<file path="src/rtl/dag_if.sv">
// Sequencer/bus-facing signal bundle of the data address generator (dag_unit).
interface dag_if #(
  parameter int ADDR_W = 16,
  parameter int DATA_W = 16
);
  logic              ps_dg_en;
  logic              ps_dg_pre;
  logic              ps_dg_mod_only;
  logic [2:0]        ps_dg_isel;
  logic [2:0]        ps_dg_msel;
  logic              ps_dg_wrt_en;
  logic [4:0]        ps_dg_wrt_add;
  logic              ps_dg_rd_en;
  logic [4:0]        ps_dg_rd_add;
  logic [DATA_W-1:0] bc_dt;
  logic [ADDR_W-1:0] dg_dm_add;
  logic [DATA_W-1:0] dg_bc_dt;

  modport master (
    output ps_dg_en, ps_dg_pre, ps_dg_mod_only, ps_dg_isel, ps_dg_msel,
           ps_dg_wrt_en, ps_dg_wrt_add, ps_dg_rd_en, ps_dg_rd_add, bc_dt,
    input  dg_dm_add, dg_bc_dt
  );

  modport slave (
    input  ps_dg_en, ps_dg_pre, ps_dg_mod_only, ps_dg_isel, ps_dg_msel,
           ps_dg_wrt_en, ps_dg_wrt_add, ps_dg_rd_en, ps_dg_rd_add, bc_dt,
    output dg_dm_add, dg_bc_dt
  );
endinterface

</file>
<file path="src/rtl/dag_unit.sv">
// Data address generator: I/M/L/B register file with pre/post-modify addressing.
// Define DG_CIRC_EN to build the L/B registers and circular-buffer wrap.
module dag_unit #(
  parameter int ADDR_W = 16,
  parameter int DATA_W = 16
) (
  input logic   clk,
  input logic   reset,
  dag_if.slave  bus
);
  localparam int CW = ADDR_W + 2;

  localparam logic [1:0] GRP_I = 2'b00;
  localparam logic [1:0] GRP_M = 2'b01;
  localparam logic [1:0] GRP_L = 2'b10;
  localparam logic [1:0] GRP_B = 2'b11;

  logic [ADDR_W-1:0] i_reg [8];
  logic [DATA_W-1:0] m_reg [8];
`ifdef DG_CIRC_EN
  logic [ADDR_W-1:0] l_reg [8];
  logic [ADDR_W-1:0] b_reg [8];
`endif

  logic [ADDR_W-1:0] dm_add_q;
  logic [DATA_W-1:0] bc_dt_q;

  logic [ADDR_W-1:0] i_cur;
  logic [ADDR_W-1:0] nxt;
  logic [DATA_W-1:0] rd_data;

  logic [1:0] wr_grp;
  logic [2:0] wr_idx;
  logic [1:0] rd_grp;
  logic [2:0] rd_idx;

  assign wr_grp = bus.ps_dg_wrt_add[4:3];
  assign wr_idx = bus.ps_dg_wrt_add[2:0];
  assign rd_grp = bus.ps_dg_rd_add[4:3];
  assign rd_idx = bus.ps_dg_rd_add[2:0];
  assign i_cur  = i_reg[bus.ps_dg_isel];

  // The sum is formed in ADDR_W+2 signed bits so that a negative M or an
  // overshoot past B+L is visible to the wrap compares before truncation.
  logic signed [CW-1:0] t_sum;
  logic signed [CW-1:0] m_ext;
`ifdef DG_CIRC_EN
  logic signed [CW-1:0] l_ext;
  logic signed [CW-1:0] b_ext;
`endif

  // NOTE: every signal written here gets a default first, so no path through
  // the block leaves a value unassigned and no latch is inferred.
  always_comb begin
    m_ext = CW'($signed(m_reg[bus.ps_dg_msel]));
    t_sum = CW'(i_cur) + m_ext;
    nxt   = t_sum[ADDR_W-1:0];
`ifdef DG_CIRC_EN
    l_ext = CW'(l_reg[bus.ps_dg_isel]);
    b_ext = CW'(b_reg[bus.ps_dg_isel]);
    if (l_ext != '0) begin
      if (t_sum >= b_ext + l_ext)
        nxt = ADDR_W'(t_sum - l_ext);
      else if (t_sum < b_ext)
        nxt = ADDR_W'(t_sum + l_ext);
    end
`endif
  end

  always_comb begin
    rd_data = '0;
    unique case (rd_grp)
      GRP_I: rd_data = DATA_W'(i_reg[rd_idx]);
      GRP_M: rd_data = m_reg[rd_idx];
`ifdef DG_CIRC_EN
      GRP_L: rd_data = DATA_W'(l_reg[rd_idx]);
      GRP_B: rd_data = DATA_W'(b_reg[rd_idx]);
`else
      GRP_L, GRP_B: rd_data = '0;
`endif
      default: rd_data = '0;
    endcase
  end

  // NOTE: the register file is flop-based and fully reset because software
  // relies on every ureg reading 0 after reset; a RAM macro could not do that.
  always_ff @(posedge clk or negedge reset) begin
    if (!reset) begin
      for (int k = 0; k < 8; k++) begin
        i_reg[k] <= '0;
        m_reg[k] <= '0;
`ifdef DG_CIRC_EN
        l_reg[k] <= '0;
        b_reg[k] <= '0;
`endif
      end
      dm_add_q <= '0;
      bc_dt_q  <= '0;
    end else begin
      if (bus.ps_dg_en && !bus.ps_dg_mod_only)
        dm_add_q <= bus.ps_dg_pre ? nxt : i_cur;

      if (bus.ps_dg_en && (bus.ps_dg_mod_only || !bus.ps_dg_pre))
        i_reg[bus.ps_dg_isel] <= nxt;

      // Placed after the I update: a ureg write to the same I takes priority.
      if (bus.ps_dg_wrt_en) begin
        unique case (wr_grp)
          GRP_I: i_reg[wr_idx] <= ADDR_W'(bus.bc_dt);
          GRP_M: m_reg[wr_idx] <= bus.bc_dt;
`ifdef DG_CIRC_EN
          GRP_L: l_reg[wr_idx] <= ADDR_W'(bus.bc_dt);
          GRP_B: b_reg[wr_idx] <= ADDR_W'(bus.bc_dt);
`else
          GRP_L, GRP_B: ;
`endif
          default: ;
        endcase
      end

      if (bus.ps_dg_rd_en)
        bc_dt_q <= rd_data;
    end
  end

  assign bus.dg_dm_add = dm_add_q;
  assign bus.dg_bc_dt  = bc_dt_q;
endmodule

</file>
<file path="src/flat_wrapper.sv">
// flat-port wrapper written by rule: the top's interface ports become plain ports
module dag_unit_flat 
#(
  parameter int ADDR_W = 16,
  parameter int DATA_W = 16
)
  (clk, reset, bus_ps_dg_en, bus_ps_dg_pre, bus_ps_dg_mod_only, bus_ps_dg_isel, bus_ps_dg_msel, bus_ps_dg_wrt_en, bus_ps_dg_wrt_add, bus_ps_dg_rd_en, bus_ps_dg_rd_add, bus_bc_dt, bus_dg_dm_add, bus_dg_bc_dt);
  dag_if #(.ADDR_W(ADDR_W), .DATA_W(DATA_W)) bus_i ();
  input logic clk;
  input logic reset;
  input wire logic [$bits(bus_i.ps_dg_en)-1:0] bus_ps_dg_en;
  input wire logic [$bits(bus_i.ps_dg_pre)-1:0] bus_ps_dg_pre;
  input wire logic [$bits(bus_i.ps_dg_mod_only)-1:0] bus_ps_dg_mod_only;
  input wire logic [$bits(bus_i.ps_dg_isel)-1:0] bus_ps_dg_isel;
  input wire logic [$bits(bus_i.ps_dg_msel)-1:0] bus_ps_dg_msel;
  input wire logic [$bits(bus_i.ps_dg_wrt_en)-1:0] bus_ps_dg_wrt_en;
  input wire logic [$bits(bus_i.ps_dg_wrt_add)-1:0] bus_ps_dg_wrt_add;
  input wire logic [$bits(bus_i.ps_dg_rd_en)-1:0] bus_ps_dg_rd_en;
  input wire logic [$bits(bus_i.ps_dg_rd_add)-1:0] bus_ps_dg_rd_add;
  input wire logic [$bits(bus_i.bc_dt)-1:0] bus_bc_dt;
  output wire logic [$bits(bus_i.dg_dm_add)-1:0] bus_dg_dm_add;
  output wire logic [$bits(bus_i.dg_bc_dt)-1:0] bus_dg_bc_dt;
  assign bus_i.ps_dg_en = bus_ps_dg_en;
  assign bus_i.ps_dg_pre = bus_ps_dg_pre;
  assign bus_i.ps_dg_mod_only = bus_ps_dg_mod_only;
  assign bus_i.ps_dg_isel = bus_ps_dg_isel;
  assign bus_i.ps_dg_msel = bus_ps_dg_msel;
  assign bus_i.ps_dg_wrt_en = bus_ps_dg_wrt_en;
  assign bus_i.ps_dg_wrt_add = bus_ps_dg_wrt_add;
  assign bus_i.ps_dg_rd_en = bus_ps_dg_rd_en;
  assign bus_i.ps_dg_rd_add = bus_ps_dg_rd_add;
  assign bus_i.bc_dt = bus_bc_dt;
  assign bus_dg_dm_add = bus_i.dg_dm_add;
  assign bus_dg_bc_dt = bus_i.dg_bc_dt;
  dag_unit #(.ADDR_W(ADDR_W), .DATA_W(DATA_W)) u_core (.clk(clk), .reset(reset), .bus(bus_i));
endmodule
</file>
<file path="config.mk">
export PLATFORM = sky130hd
export DESIGN_NAME = dag_unit_flat
export DESIGN_NICKNAME = d
export VERILOG_FILES = /design/src/rtl/dag_if.sv /design/src/rtl/dag_unit.sv /design/src/flat_wrapper.sv
export SDC_FILE = /design/constraint.sdc
export NUM_CORES = 1
export LEC_CHECK = 0
export BUFFER_PORTS_ARGS = -buffer_cell sky130_fd_sc_hd__buf_4
export CORE_AREA = 2 2 186 234
export CTS_BUF_LIST = sky130_fd_sc_hd__clkbuf_16
export CTS_CLUSTER_SIZE = 10
export DETAILED_ROUTE_END_ITERATION = 6
export DIE_AREA = 0 0 188 236
export GPL_TIMING_DRIVEN = 0
export PLACE_DENSITY = 0.56
export REMOVE_ABC_BUFFERS = 1
export SETUP_SLACK_MARGIN = 0.4
export SYNTH_ARGS = -nofsm -noshare
export SYNTH_HDL_FRONTEND = slang
export SYNTH_SLANG_ARGS = --single-unit
export TNS_END_PERCENT = 20
</file>
<file path="constraint.sdc">
create_clock -name clk -period 2.8 [get_ports clk]
set_input_delay 0.14 -clock clk [delete_from_list [all_inputs] [get_ports clk]]
set_output_delay 0.14 -clock clk [all_outputs]
set_load 0.05 [all_outputs]
</file>
-- Word level (Yosys, flattened, before mapping)
Cells that the tools add are included.
- $add $sub $neg: 1
- order comparisons: 6
- equal/unequal tests: 4
- multiplexer cells: 24
- reductions and logical operators: 11
- bitwise logic cells: 4
- operator list (kind ; count):
    $bwmux 128 ; 3
    $mux 128 ; 3
    $bmux 16 s3 ; 4
    $mux 16 ; 11
    $demux 16 s3 ; 2
    $pmux 16 s3 ; 1
    $add 16x16->16 ; 1
    $ge 4x4->1 const B ; 4
    $not 3->4 ; 4
    $lt 4x1->1 const B ; 2
    $eq 2x1->1 const B ; 2
    $eq 2x2->1 const B ; 2
    $logic_and 1x1->1 ; 4
    $logic_not 2->1 ; 2
    $logic_not 1->1 ; 2
    $reduce_and 2->1 ; 1
    $reduce_or 2->1 ; 1
    $logic_or 1x1->1 ; 1
- register bits: 288
- input port bits: 39
- logic and storage cells: 68

-- Longest topological paths before layout
- depth in word-level cells: 10
- mapped depth: 18
- gate-level depth less buffers: 15

-- Worst setup path after synthesis
Ideal clock, no wire load.
- path kind: input to register
- from: input bus_ps_dg_msel[0]
- to: register u_core.i_reg[110] (netlist name)
- library setup time: 141 ps
- buffers on the path: 2
- required time: 2659 ps
- arrival: 3344 ps
- stages on the path: 14
- setup slack: -686 ps
- cell sequence: clkbuf_1 -> clkbuf_1 -> mux4_2 -> mux2_2 -> ha_1 -> inv_1 -> fa_1 -> nor2b_1 -> o2111ai_1 -> a21oi_1 -> o2111ai_1 -> mux2_2 -> o21ai_0 -> a31oi_1
- longest elaborated chain between the ends: 10
- ends and longest elaborated chain (item ; RTL line ; RTL):
    from (decl) ; flat_wrapper.sv:15 ; input wire logic [$bits(bus_i.ps_dg_msel)-1:0] bus_ps_dg_msel;
    $not 3->4 (not written as such) (*) ; dag_unit.sv:55 ; m_ext = CW'($signed(m_reg[bus.ps_dg_msel]));
    $bmux 16 s3 (*) ; dag_unit.sv:55 ;
    $mux 16 (not written as such) (*) (2 in a row) ; dag_unit.sv:55 ;
    $add 16x16->16 (*) ; dag_unit.sv:56 ; t_sum = CW'(i_cur) + m_ext;
    $bwmux 128 (*) ; dag_unit.sv:104 ; i_reg[bus.ps_dg_isel] <= nxt;
    $mux 128 (*) ; dag_unit.sv:103 ; if (bus.ps_dg_en && (bus.ps_dg_mod_only || !bus.ps_dg_pre))
    $bwmux 128 ; dag_unit.sv:109 ; GRP_I: i_reg[wr_idx] <= ADDR_W'(bus.bc_dt);
    $mux 128 ; dag_unit.sv:108 ; unique case (wr_grp)
    $mux 128 (*) ; dag_unit.sv:107 ; if (bus.ps_dg_wrt_en) begin
    to (signal, indexed assignment) ; dag_unit.sv:104 ;
    to (signal, indexed assignment) ; dag_unit.sv:109 ;
    to (decl) ; dag_unit.sv:18 ; logic [ADDR_W-1:0] i_reg [8];
Mark *: on every way between the ends. The rest lies on a longest branch, timed or not. The select of a mux whose other input is x is not followed.
A chain may end at the register's enable or synchronous reset.

-- Final worst setup path
- from: register u_core.m_reg[81] (netlist name)
- to: register u_core.i_reg[125] (netlist name)
- longest elaborated chain between the ends: 9
- ends and longest elaborated chain (item ; RTL line ; RTL):
    from (decl) ; dag_unit.sv:19 ; logic [DATA_W-1:0] m_reg [8];
    from (signal, indexed assignment) ; dag_unit.sv:110 ; GRP_M: m_reg[wr_idx] <= bus.bc_dt;
    $bmux 16 s3 (*) ; dag_unit.sv:55 ;
    $mux 16 (not written as such) (*) (2 in a row) ; dag_unit.sv:55 ;
    $add 16x16->16 (*) ; dag_unit.sv:56 ;
    $bwmux 128 (*) ; dag_unit.sv:104 ;
    $mux 128 (*) ; dag_unit.sv:103 ;
    $bwmux 128 ; dag_unit.sv:109 ;
    $mux 128 ; dag_unit.sv:108 ;
    $mux 128 (*) ; dag_unit.sv:107 ;
Marked as above.

==> impl_metrics.xml <==
<?xml version="1.0" encoding="UTF-8"?>
<metrics>
  <group name="run_status">
    <metric name="run_status" unit="">finished, violations left</metric>
    <metric name="violated_checks" unit="">setup timing</metric>
  </group>
  <group name="synthesis">
    <metric name="synth_top_flop_cell" unit="">dfrtp_1</metric>
    <metric name="async_sr_flop_fraction" unit="%">100</metric>
    <metric name="yosysSeqAreaShare" unit="%">43.1</metric>
    <metric name="avgSynthCellArea" unit="um^2">10.6</metric>
    <metric name="post_synthesis_instance_area" unit="mm^2">0.0167</metric>
    <metric name="post_synth_num_cell_types" unit="">55</metric>
    <metric name="number_of_enable_type_register_cells_in_the_synthesized_netlist" unit="">0</metric>
    <metric name="post_synth_inst_count" unit="">1579</metric>
    <metric name="synth_warn" unit="">0</metric>
    <metric name="synth.top_cells.by_area" unit="">dfrtp_1 (43%), mux4_2 (15%), mux2_2 (11%)</metric>
    <metric name="fraction_of_synthesized_cell_area_taken_by_the_top_area_cell_type" unit="%">43.1</metric>
    <metric name="yosys.area.top_type" unit="">dfrtp_1</metric>
    <metric name="ys_seq_elements" unit="">288</metric>
  </group>
  <group name="worst_setup_path">
    <metric name="worst-endpoint-arrival" unit="ps">3470</metric>
    <metric name="worst-setup-path-type" unit="">flip-flop to flip-flop</metric>
    <metric name="timing.critical_path.from_type" unit="">flip-flop</metric>
    <metric name="crit_chain" unit="">mux4_2 -&gt; mux2i_4 -&gt; inv_1 -&gt; ha_1 -&gt; a21o_1 -&gt; nand4_1 -&gt; a31oi_4 -&gt; o311a_4 -&gt; or3_4 -&gt; nand3_1 -&gt; a31oi_1</metric>
    <metric name="worst_path_largest_cell_delay" unit="ps">490</metric>
    <metric name="rrSetupSlack" unit="ps">-300</metric>
    <metric name="timing.critical_path.slowest_stage_cell" unit="">mux4_2</metric>
    <metric name="crit_path_end_kind" unit="">flip-flop</metric>
    <metric name="cp_data_required_time" unit="ps">3170</metric>
    <metric name="critPathTopFamily" unit="">compound AO/OA/AOI/OAI gates</metric>
    <metric name="critical_path.n_buffers_inverters" unit="">1</metric>
    <metric name="critPathMaxFanout" unit="">5</metric>
  </group>
  <group name="sta">
    <metric name="finalSetupViolCount" unit="">100</metric>
    <metric name="layout_skew" unit="ps">24.7</metric>
    <metric name="setup_total_negative_slack" unit="ps">-16710</metric>
    <metric name="finalMaxSlewViolations" unit="">0</metric>
    <metric name="timing.final.ws_setup" unit="ps">-303</metric>
    <metric name="grt_setup_unrepaired" unit="">true</metric>
    <metric name="relSlewSlack" unit="%">9.78</metric>
    <metric name="hold_slack" unit="ps">20.0</metric>
    <metric name="tightest_slew" unit="ps">1350</metric>
    <metric name="finalCritPeriodShare" unit="%">111</metric>
    <metric name="time_the_worst_path_needs_with_i_o_delays_and_setup" unit="ps">3100</metric>
    <metric name="fmax" unit="GHz">0.322</metric>
    <metric name="timing_hold_violations_final" unit="">0</metric>
  </group>
  <group name="placement">
    <metric name="dp_slack" unit="ps">-2580</metric>
    <metric name="io_buffers" unit="">70</metric>
    <metric name="gp_weighted_congestion" unit="">0.937</metric>
    <metric name="detailedPlacementHpwl" unit="um">36000</metric>
  </group>
  <group name="floorplanning">
    <metric name="std_cell_rows" unit="">85</metric>
    <metric name="io-pin-count" unit="">71</metric>
    <metric name="start_util" unit="%">39.4</metric>
    <metric name="die_y" unit="um">236</metric>
    <metric name="core-area" unit="mm^2">0.0424</metric>
    <metric name="floorplan.die_area" unit="mm^2">0.0444</metric>
    <metric name="floorplan.die.width" unit="um">188</metric>
  </group>
  <group name="drt">
    <metric name="vias_per_cell" unit="">6.19</metric>
    <metric name="detail_route.wirelength" unit="um">58600</metric>
    <metric name="detail_route.first_pass.iterations" unit="">6</metric>
    <metric name="postRouteAntennaNets" unit="">0</metric>
    <metric name="drt_first_iter_violations" unit="">1511</metric>
    <metric name="drc_violation_count_after_routing" unit="">0</metric>
    <metric name="wire_per_inst" unit="um">26.5</metric>
    <metric name="vias" unit="">13700</metric>
  </group>
  <group name="grt">
    <metric name="grt_start_max_net_pins" unit="">115</metric>
    <metric name="grt_first_pass_wirelength" unit="um">87400</metric>
    <metric name="grt_usage" unit="%">26.3</metric>
    <metric name="grt.busiest_layer" unit="">met2</metric>
    <metric name="grt_antenna_before_repair" unit="">0</metric>
    <metric name="number_of_global_route_vias_before_repair" unit="">13400</metric>
    <metric name="gr-usage-met3" unit="%">4.46</metric>
    <metric name="grtUsageMet1" unit="%">34.5</metric>
    <metric name="grt_util_met2" unit="%">43.0</metric>
    <metric name="globalRoute.totalOverflow" unit="">0</metric>
  </group>
  <group name="layout">
    <metric name="post_route_cells_drive_above_1_share" unit="%">34.7</metric>
    <metric name="fillCellCount" unit="">3809</metric>
    <metric name="multi_input_area" unit="mm^2">0.00966</metric>
    <metric name="finish.net_count" unit="">1695</metric>
    <metric name="area_delta_synth_final" unit="%">20.4</metric>
    <metric name="final_common_cell" unit="">dfrtp_1</metric>
    <metric name="antenna_cells_inserted" unit="">0</metric>
    <metric name="final-seq-area" unit="mm^2">0.00721</metric>
    <metric name="final_cell_mix" unit="">dfrtp_1 (288), nand2_1 (196), nor2_1 (157)</metric>
  </group>
  <group name="clocking">
    <metric name="cts_made_buffers" unit="">35</metric>
    <metric name="clock_tree.htree_level_count" unit="">2</metric>
    <metric name="root_buffer_selected_by_cts" unit="">clkbuf_16</metric>
    <metric name="cts_tree" unit="">yes</metric>
    <metric name="cts_buffer_depth" unit="">3</metric>
    <metric name="worst_skew_pair.late_latency" unit="ps">540</metric>
    <metric name="clk_sinks" unit="">288</metric>
    <metric name="worst_setup_hold_path_clk_slew" unit="ps">60</metric>
  </group>
  <group name="power_and_ir_drop">
    <metric name="power_density" unit="mW/mm^2">937</metric>
    <metric name="vdd_drop_max" unit="V">0.000398</metric>
    <metric name="power_leakage" unit="uW">0.00846</metric>
  </group>
  <group name="min_path">
    <metric name="worstHoldPathType" unit="">input pin to flip-flop</metric>
  </group>
  <group name="flow_run">
    <metric name="drv_cap" unit="">0</metric>
  </group>
</metrics>
-- through the flow --
step           instance area, um^2  utilization (%)  power [uW]  std cells
2_1_floorplan                16200                -       10800       1452
6_report                     20100             47.5       18900       2211
4_1_cts                      19800             46.6       18300       2195
3_5_place_dp                 17700             41.8       13000       2101
5_1_grt                      20100             47.5       19700       2211
3_3_place_gp                 17400             41.1       12800       2087
-- worst min-delay path: cells and delay by family --
kind | cells | cell delay, ps
buffers and inverters | 1 | 210
and+or+nand+nor | 1 | 100
AOI/OAI and AO/OA | 1 | 50
-- layout make-up --
| class | count | area share, % |
|---|---|---|
| multi-input combinational | 1124 | 48.0 |
| clock inverter | 7 | 0.242 |
| tap | 565 | 3.51 |
| timing repair buffer | 148 | 7.21 |
| sequential | 288 | 35.8 |
| clock buffer | 36 | 4.47 |
| inverter | 43 | 0.839 |
-- what timing repair did --
action	4_1_cts	5_1_grt
hold endpoints to repair	203	0
resized for setup	134	53
hold buffers	18	0
pin swaps	59	39
endpoints found under the setup margin	142	141
buffers inserted	31	12
cloned	2	2
-- cell families (layout without fill, tap and decap cells) --
logic type | count (synthesis) | in the layout | synth area share (%)
AOI/OAI and AO/OA | 329 | 330 | 11.7
xor gates and xnor gates | 10 | 10 | 0.524
adders and majority gates | 16 | 16 | 1.24
buffers and inverters | 170 | 234 | 4.11
DFF | 288 | 288 | 43.1
muxes | 302 | 302 | 27.9
and+or+nand+nor | 464 | 466 | 11.4
-- per-layer routing --
metal	routed length [um]	vias up
met3	4770	184
met2	28200	687
met5	0	-
met1	22900	6965
met4	2750	0
li1	-	5857
-- synthesized netlist by cell type, types with 2 or more instances --
cell type / count
a22oi_1: 12
a21oi_1: 115
a221o_1: 2
buf_2: 34
nor3_2: 2
and3_1: 4
nand2b_1: 7
o31ai_1: 3
mux2i_1: 30
nor2b_1: 8
dfrtp_1: 288
a31oi_1: 72
nand2_1: 215
nor3_1: 13
xnor2_1: 5
a221oi_1: 5
o311a_1: 2
o221ai_1: 4
a22o_1: 7
clkbuf_1: 86
and2_1: 6
or3_1: 3
o211ai_1: 3
nand3_1: 26
a21o_1: 6
inv_1: 43
ha_1: 15
nor2_1: 171
mux4_2: 115
a211oi_1: 2
o22ai_1: 26
nand4_1: 3
xor2_1: 5
buf_1: 6
and2b_1: 2
o2111ai_1: 2
mux2_2: 156
o21ai_0: 58
-- power breakdown --
part | switching (uW) | internal, uW
Clock | 1780 | 2290
Combinational | 4340 | 3810
Sequential | 1090 | 5570
-- worst paths after layout --
| kind | startpoint | end | cells past startpoint |
|---|---|---|---|
| max | u_core.m_reg[81] | u_core.i_reg[125] | 11 |
| min | bus_ps_dg_pre | u_core.bus.dg_dm_add[13] | 3 |
| max reg2reg | u_core.m_reg[81] | u_core.i_reg[125] | 11 |
| min reg2reg | u_core.bus.dg_dm_add[1] | u_core.bus.dg_dm_add[1] | 2 |
| max in group asynchronous | reset | u_core.i_reg[115] | 4 |
| min in group asynchronous | reset | u_core.m_reg[47] | 2 |
No activity file was read; power rests on OpenSTA's default activity.
